$ cat config.mk
export PLATFORM = sky130hd
export DESIGN_NAME = isram_fetch_flat
export DESIGN_NICKNAME = d
export VERILOG_FILES = /design/src/rtl/isram_fetch_pkg.sv /design/src/rtl/isram_fetch_if.sv /design/src/rtl/isram_fetch_hit_buf.sv /design/src/rtl/isram_fetch.sv /design/src/flat_wrapper.sv
export SDC_FILE = /design/constraint.sdc
export NUM_CORES = 1
export LEC_CHECK = 0
export BUFFER_PORTS_ARGS = -buffer_cell sky130_fd_sc_hd__buf_2
export CORE_MARGIN = 2
export CORE_UTILIZATION = 35
export CTS_CLUSTER_DIAMETER = 200
export CTS_CLUSTER_SIZE = 8
export DETAILED_ROUTE_END_ITERATION = 8
export HOLD_SLACK_MARGIN = 0.12
export PLACE_DENSITY = 0.54
export SKIP_LAST_GASP = 1
export SLEW_MARGIN = 20
export SYNTH_ARGS = -nofsm -noshare
export SYNTH_HDL_FRONTEND = slang
export SYNTH_HIERARCHICAL = 1
export SYNTH_SLANG_ARGS = --single-unit
$ cat constraint.sdc
create_clock -name clk -period 2.6 [get_ports clk]
set_input_delay 0.13 -clock clk [delete_from_list [all_inputs] [get_ports clk]]
set_output_delay 0.13 -clock clk [all_outputs]
set_load 0.005 [all_outputs]
$ cat src/rtl/isram_fetch_pkg.sv
// Shared types and elaboration-time helpers for the instruction-fetch SRAM controller.
package isram_pkg;

  typedef enum logic {
    IDLE   = 1'b0,
    ACCESS = 1'b1
  } state_e;

  // Byte-offset bits dropped from the CPU byte address to form a word address.
  function automatic int ofs_of(input int inst_w);
    return $clog2(inst_w / 8);
  endfunction

  // Instruction word must be whole bytes.
  function automatic bit inst_w_ok(input int inst_w);
    return (inst_w > 0) && ((inst_w % 8) == 0);
  endfunction

  // At least one SRAM access cycle is needed.
  function automatic bit wait_ok(input int wait_cycles);
    return wait_cycles >= 1;
  endfunction

  // Wait counter width; one bit minimum so WAIT_CYCLES=1 still has a legal vector.
  function automatic int cnt_w_of(input int wait_cycles);
    return (wait_cycles > 1) ? $clog2(wait_cycles) : 1;
  endfunction

endpackage

$ cat src/rtl/isram_fetch_if.sv
// CPU-side fetch handshake: req/addr/flush in, ready/inst_valid/inst out.
interface isram_fetch_if #(
  parameter int INST_W = 32
);
  logic              req;
  logic [31:0]       addr;
  logic              flush;
  logic              ready;
  logic              inst_valid;
  logic [INST_W-1:0] inst;

  modport master (output req, addr, flush, input  ready, inst_valid, inst);
  modport slave  (input  req, addr, flush, output ready, inst_valid, inst);
endinterface

$ cat src/rtl/isram_fetch_hit_buf.sv
// One-entry hit buffer: last fetched word address, valid bit and data word.
module ifetch_hit_buf #(
  parameter int ADDR_W = 20,
  parameter int INST_W = 32
) (
  input  logic              clk,
  input  logic              rst,
  input  logic              wr_en,
  input  logic [ADDR_W-1:0] wr_tag,
  input  logic [INST_W-1:0] wr_data,
  input  logic [ADDR_W-1:0] lk_tag,
  output logic              hit,
  output logic [INST_W-1:0] rd_data
);

  logic [ADDR_W-1:0] tag_q, tag_d;
  logic              tag_vld_q, tag_vld_d;
  logic [INST_W-1:0] data_q, data_d;

  // Load a new entry whenever a miss completes.
  always_comb begin
    tag_d     = tag_q;
    tag_vld_d = tag_vld_q;
    data_d    = data_q;
    if (wr_en) begin
      tag_d     = wr_tag;
      tag_vld_d = 1'b1;
      data_d    = wr_data;
    end
  end

  // Entry registers; reset invalidates the entry.
  always_ff @(posedge clk) begin
    if (rst) begin
      tag_q     <= '0;
      tag_vld_q <= 1'b0;
      data_q    <= '0;
    end else begin
      tag_q     <= tag_d;
      tag_vld_q <= tag_vld_d;
      data_q    <= data_d;
    end
  end

  assign hit     = tag_vld_q && (tag_q == lk_tag);
  assign rd_data = data_q;

endmodule

$ cat src/rtl/isram_fetch.sv
// Instruction fetch from LANES parallel async SRAM chips: wait-state FSM,
// registered SRAM controls, optional single-entry hit buffer.
module isram_fetch
  import isram_pkg::*;
#(
  parameter int ADDR_W      = 20,
  parameter int LANE_W      = 16,
  parameter int LANES       = 2,
  parameter int WAIT_CYCLES = 2,
  parameter int HIT_EN      = 1
) (
  input  logic                     clk,
  input  logic                     rst,
  isram_fetch_if.slave             cpu,
  output logic [ADDR_W-1:0]        sram_addr,
  input  logic [LANE_W*LANES-1:0]  sram_dq_in,
  output logic                     sram_ce_n,
  output logic                     sram_oe_n,
  output logic                     sram_we_n
);

  localparam int INST_W = LANE_W * LANES;
  localparam int OFS    = ofs_of(INST_W);
  localparam int CNT_W  = cnt_w_of(WAIT_CYCLES);

  if (!inst_w_ok(INST_W)) begin : g_bad_inst_w
    $error("isram_fetch: LANE_W*LANES must be a multiple of 8");
  end
  if (!wait_ok(WAIT_CYCLES)) begin : g_bad_wait
    $error("isram_fetch: WAIT_CYCLES must be >= 1");
  end
  if (ADDR_W + OFS > 32) begin : g_bad_addr_w
    $error("isram_fetch: ADDR_W + byte offset exceeds the 32-bit CPU address");
  end

  state_e            state_q, state_d;
  logic [CNT_W-1:0]  cnt_q, cnt_d;
  logic [ADDR_W-1:0] sram_addr_q, sram_addr_d;
  logic [INST_W-1:0] inst_q, inst_d;
  logic              inst_valid_q, inst_valid_d;
  logic              ce_n_q, ce_n_d;

  logic              ready;
  logic              accept;
  logic              hit;
  logic              buf_wr;
  logic [INST_W-1:0] buf_data;
  logic [ADDR_W-1:0] req_waddr;
  logic              unused_addr;

  // Lane k sits at [k*LANE_W +: LANE_W]; lane 0 ends up in the LSBs of inst.
  logic [LANES-1:0][LANE_W-1:0] dq_lanes;
  assign dq_lanes = sram_dq_in;

  // Bits above ADDR_W+OFS wrap away; bits below OFS select a byte within the word.
  assign req_waddr   = cpu.addr[ADDR_W+OFS-1:OFS];
  assign unused_addr = ^cpu.addr;

  assign ready  = (state_q == IDLE) && !cpu.flush && !rst;
  assign accept = cpu.req && ready;

  if (HIT_EN != 0) begin : g_hit
    ifetch_hit_buf #(
      .ADDR_W (ADDR_W),
      .INST_W (INST_W)
    ) u_hit_buf (
      .clk     (clk),
      .rst     (rst),
      .wr_en   (buf_wr),
      .wr_tag  (sram_addr_q),
      .wr_data (dq_lanes),
      .lk_tag  (req_waddr),
      .hit     (hit),
      .rd_data (buf_data)
    );
  end else begin : g_no_hit
    assign hit      = 1'b0;
    assign buf_data = '0;
  end

  // Next state: accept/hit/miss in IDLE, count down and capture (or abort on flush) in ACCESS.
  always_comb begin
    state_d      = state_q;
    cnt_d        = cnt_q;
    sram_addr_d  = sram_addr_q;
    inst_d       = inst_q;
    inst_valid_d = 1'b0;
    buf_wr       = 1'b0;
    case (state_q)
      IDLE: begin
        if (accept) begin
          if (hit) begin
            inst_d       = buf_data;
            inst_valid_d = 1'b1;
          end else begin
            sram_addr_d = req_waddr;
            cnt_d       = CNT_W'(WAIT_CYCLES - 1);
            state_d     = ACCESS;
          end
        end
      end
      ACCESS: begin
        if (cpu.flush) begin
          state_d = IDLE;
        end else if (cnt_q == '0) begin
          inst_d       = dq_lanes;
          inst_valid_d = 1'b1;
          buf_wr       = 1'b1;
          state_d      = IDLE;
        end else begin
          cnt_d = cnt_q - 1'b1;
        end
      end
      default: state_d = IDLE;
    endcase
    // Chip enable is registered from the next state so it tracks ACCESS exactly, glitch-free.
    ce_n_d = (state_d != ACCESS);
  end

  // State, counter and output registers.
  always_ff @(posedge clk) begin
    if (rst) begin
      state_q      <= IDLE;
      cnt_q        <= '0;
      sram_addr_q  <= '0;
      inst_q       <= '0;
      inst_valid_q <= 1'b0;
      ce_n_q       <= 1'b1;
    end else begin
      state_q      <= state_d;
      cnt_q        <= cnt_d;
      sram_addr_q  <= sram_addr_d;
      inst_q       <= inst_d;
      inst_valid_q <= inst_valid_d;
      ce_n_q       <= ce_n_d;
    end
  end

  assign cpu.ready      = ready;
  assign cpu.inst       = inst_q;
  assign cpu.inst_valid = inst_valid_q;
  assign sram_addr      = sram_addr_q;
  assign sram_ce_n      = ce_n_q;
  assign sram_oe_n      = ce_n_q;
  assign sram_we_n      = 1'b1;

endmodule

$ cat src/flat_wrapper.sv
// flat-port wrapper written by rule: the top's interface ports become plain ports
module isram_fetch_flat import isram_pkg::*;
#(
  parameter int ADDR_W      = 20,
  parameter int LANE_W      = 16,
  parameter int LANES       = 2,
  parameter int WAIT_CYCLES = 2,
  parameter int HIT_EN      = 1
)
  (clk, rst, sram_addr, sram_dq_in, sram_ce_n, sram_oe_n, sram_we_n, cpu_req, cpu_addr, cpu_flush, cpu_ready, cpu_inst_valid, cpu_inst);
  isram_fetch_if #(.INST_W(32)) cpu_i ();
  input  logic clk;
  input  logic rst;
  output logic [ADDR_W-1:0] sram_addr;
  input  logic [LANE_W*LANES-1:0] sram_dq_in;
  output logic sram_ce_n;
  output logic sram_oe_n;
  output logic sram_we_n;
  input wire logic [$bits(cpu_i.req)-1:0] cpu_req;
  input wire logic [$bits(cpu_i.addr)-1:0] cpu_addr;
  input wire logic [$bits(cpu_i.flush)-1:0] cpu_flush;
  output wire logic [$bits(cpu_i.ready)-1:0] cpu_ready;
  output wire logic [$bits(cpu_i.inst_valid)-1:0] cpu_inst_valid;
  output wire logic [$bits(cpu_i.inst)-1:0] cpu_inst;
  assign cpu_i.req = cpu_req;
  assign cpu_i.addr = cpu_addr;
  assign cpu_i.flush = cpu_flush;
  assign cpu_ready = cpu_i.ready;
  assign cpu_inst_valid = cpu_i.inst_valid;
  assign cpu_inst = cpu_i.inst;
  isram_fetch #(.ADDR_W(ADDR_W), .LANE_W(LANE_W), .LANES(LANES), .WAIT_CYCLES(WAIT_CYCLES), .HIT_EN(HIT_EN)) u_core (.clk(clk), .rst(rst), .cpu(cpu_i), .sram_addr(sram_addr), .sram_dq_in(sram_dq_in), .sram_ce_n(sram_ce_n), .sram_oe_n(sram_oe_n), .sram_we_n(sram_we_n));
endmodule
==> flow_summary.json <==
{
  "outcome": "finished, final reports clean",
  "worst_r2r_endpoint": "u_core/cpu.inst[24]",
  "clockBufferDepth": 2,
  "cts-buffers-inserted": 9,
  "clk_pin_slew_worst_paths_ns": 0.07,
  "num_antenna_cells": 0,
  "placed_cell_area_um2": 5370,
  "gp_congestion": 0.779,
  "cp_max_fo": 22,
  "critPathRequiredTime_ns": 2.80,
  "gr-usage-all-layers_pct": 17.8,
  "yosysTopAreaCell": "sky130_fd_sc_hd__dfxtp_1",
  "synth_top_area_share_pct": 46.0,
  "hpwl_um": 7570,
  "fmax_ghz": 0.414,
  "cp_num_buf_inv": 3,
  "totalWireLength_um": 12400,
  "comb_power_share_pct": 10.3,
  "drt_first_iter_violations": 229,
  "numClockSinks": 109,
  "cap_violations": 0,
  "slowest_stage": "sky130_fd_sc_hd__dlygate4sd3_1",
  "finalClockSkew_ns": 0.00573,
  "synthesis.yosys.warnings": 6,
  "clock_tree_from_tritoncts": "built",
  "route.antenna.remaining_nets": 0,
  "final_hold_viol_count": 0,
  "synthTopCellsByArea": "sky130_fd_sc_hd__dfxtp_1, sky130_fd_sc_hd__mux2i_1, sky130_fd_sc_hd__a211oi_1",
  "antenna_found_initial": 0,
  "timing_worst_slew_pin_value_ns": 0.870,
  "design.die.area_um2": 14500,
  "yosys.cell_count.top_type": "sky130_fd_sc_hd__dfxtp_1",
  "synthCells": 494,
  "timing.final.max_slew_violations": 0,
  "setup_violations": 0,
  "fin_tns_setup_ns": 0,
  "root_buffer": "sky130_fd_sc_hd__clkbuf_16",
  "total_switching_power_uw": 793,
  "layout_min_cycle_time_ns": 2.42,
  "detailedRoute.firstPassIterationCount": 4,
  "wire_length_of_the_first_global_routing_pass_um": 20400,
  "worstReg2RegStart": "u_core/g_hit.u_hit_buf/tag_q[16]",
  "rr_worst_depth": 8,
  "grt_max_degree": 77,
  "initial_core_util_pct": 35.8,
  "end_kind": "register",
  "sequential_fraction_of_design_power_pct": 50.3,
  "remaining_drc_errors": 0,
  "setup.worst_path.start_class": "input port",
  "cts.repair_timing.setup_buffer_count": 0,
  "p_leak_uw": 0.00241,
  "chipWidth_um": 120,
  "port-buffer-count": 111,
  "synth.yosys.seq_area_share_pct": 46.0,
  "path_depth": 10,
  "clock_power_share_pct": 39.5,
  "max_rail_drop_vdd_mv": 0.325,
  "rows": 42,
  "final.period_utilization_pct": 92.9,
  "worst_path_largest_cell_delay_ns": 0.53,
  "unrepaired_setup_endpoints_after_global_routing": "no",
  "fillerInstances": 1284,
  "register_bit_count_reported_by_yosys": 109,
  "timing.reg2reg.setup_slack_ns": 0.28,
  "swShare_pct": 23.1,
  "cts-htree-levels": 3,
  "post_synth_most_frequent_cells": "sky130_fd_sc_hd__dfxtp_1, sky130_fd_sc_hd__a211oi_1, sky130_fd_sc_hd__nor2_1",
  "worst-endpoint-arrival_ns": 2.61,
  "first_global_vias": 4097,
  "hp-class": "input port to register",
  "ys.flop_type": "sky130_fd_sc_hd__dfxtp_1",
  "worstSetupEndpoint": "u_core/cpu.inst[24]",
  "worst_skew_pair.late_latency_ns": 0.35,
  "vias_per_cell": 4.92,
  "netlist_area_um2": 4750,
  "cell_internal_pwr_uw": 2630,
  "fp.coreArea_um2": 13200,
  "nets": 699,
  "critPathTopFamily": "simple AND/OR/NAND/NOR gates",
  "io_count": 125,
  "design_area_um2": 6200,
  "power.density_nw_per_um2": 553,
  "average_wire_length_per_cell_after_detail_routing_um": 15.3,
  "grt_overflow_total": 0,
  "path_cells": "dlygate4sd3_1 -> buf_2 -> xor2_1 -> nor4_2 -> nand4_1 -> nor4_4 -> nand4bb_2 -> buf_4 -> a211oi_1 -> a211oi_1",
  "synth_nets": 562,
  "critical_path_s_most_frequent_cell": "sky130_fd_sc_hd__a211oi_1",
  "synth_edf_count": 0,
  "via_count": 3993,
  "final_layout_size_suffix_gt1_share_pct": 27.4,
  "area.growth.synth_to_final_pct": 30.6,
  "crit_path_start": "cpu_addr[18]",
  "synth_area_per_cell_um2": 9.61,
  "setup.worst_path.class": "input port to register",
  "synthDistinctLibCells": 29,
  "die_height_um": 120,
  "relSlewSlack_pct": 41.9,
  "async_reset_ff_share_pct": 0
}
[how the worst min path moves through the flow]
stage	startpoint	end	slack (ns)	depth (start not counted)
floorplan	sram_dq_in[0]	u_core/g_hit.u_hit_buf/rd_data[0]	0.28	2
global placement	sram_dq_in[23]	u_core/g_hit.u_hit_buf/rd_data[23]	0.38	3
detailed placement	sram_dq_in[0]	u_core/g_hit.u_hit_buf/rd_data[0]	0.39	3
CTS	rst	u_core/g_hit.u_hit_buf/rd_data[6]	0.17	2
global route	rst	u_core/g_hit.u_hit_buf/rd_data[9]	0.19	2
finish	rst	u_core/g_hit.u_hit_buf/rd_data[5]	0.18	2
[layout make-up]
type	instances	area (µm²)	share of cell area, %
clock buffer	16	292	4.70
inverter	33	124	2.00
multi-input combinational	305	2220	35.9
sequential	109	2180	35.2
tap	176	220	3.55
timing repair buffer	173	1150	18.6
[kinds of logic after synthesis]
family / count (synthesis) / synth area share [%]
flip-flops: 109 / 46.0
AND/OR/NAND/NOR: 92 / 8.75
XOR/XNOR: 20 / 3.69
AO/OA/AOI/OAI: 108 / 15.2
multiplexers: 84 / 18.6
other: 1 / 0.0790
buffers and inverters: 80 / 7.72
[layout by cell type (no fill, tap or decap), types with 11 or more instances in the layout]
master,count
sky130_fd_sc_hd__inv_1,32
sky130_fd_sc_hd__mux2_2,32
sky130_fd_sc_hd__buf_4,11
sky130_fd_sc_hd__dfxtp_1,108
sky130_fd_sc_hd__buf_2,110
sky130_fd_sc_hd__nor2_1,55
sky130_fd_sc_hd__dlygate4sd3_1,52
sky130_fd_sc_hd__o21ai_1,20
sky130_fd_sc_hd__mux2i_1,52
sky130_fd_sc_hd__a211oi_1,64
sky130_fd_sc_hd__nand3_1,21
sky130_fd_sc_hd__xnor2_1,12
sky130_fd_sc_hd__a21oi_1,21
[routing by layer]
metal / GRT usage (%) / vias to the layer above / wire, µm
li1: - / 1986 / -
met1: 23.7 / 1885 / 5900
met2: 27.4 / 99 / 5600
met3: 3.54 / 23 / 595
met4: 8.79 / 0 / 325
met5: 0 / - / 0
[repair_timing]
item | in CTS | in global routing
resized for setup | 0 | 2
endpoints found under the hold margin | 52 | 0
hold buffers | 52 | 0
setup endpoints to repair | 0 | 26
[sequential cells by signal, indices dropped and copies added (netlist names)]
signal,flops
u_core/g_hit.u_hit_buf/rd_data,32
u_core/g_hit.u_hit_buf/tag_vld_q,1
u_core/cnt_q,1
u_core/sram_addr,20
u_core/g_hit.u_hit_buf/tag_q,20
u_core/sram_ce_n,1
u_core/state_q,1
u_core/cpu.inst,32
u_core/cpu.inst_valid,1
[power by group through the flow]
stage | clock network [µW] | registers [µW] | logic [µW]
2_1_floorplan | 0 | 1760 | 170
3_3_place_gp | 0 | 1760 | 287
3_5_place_dp | 0 | 1760 | 291
4_1_cts | 1390 | 1720 | 352
5_1_grt | 1460 | 1730 | 386
6_report | 1350 | 1720 | 352
[stage by stage]
| step | std cells | setup slack, ns | util (%) | hold slack (ns) | power, µW |
|---|---|---|---|---|---|
| CTS | 812 | 0.115 | 46.7 | 0.168 | 3470 |
| detailed placement | 744 | 0.226 | 40.6 | 0.391 | 2050 |
| global placement | 744 | 0.251 | 40.6 | 0.378 | 2050 |
| finish | 812 | 0.185 | 46.8 | 0.180 | 3430 |
| floorplan | 494 | 0.585 | - | 0.277 | 1930 |
| global route | 812 | 0.0295 | 46.8 | 0.186 | 3570 |
(Power assumes the default switching activity.)
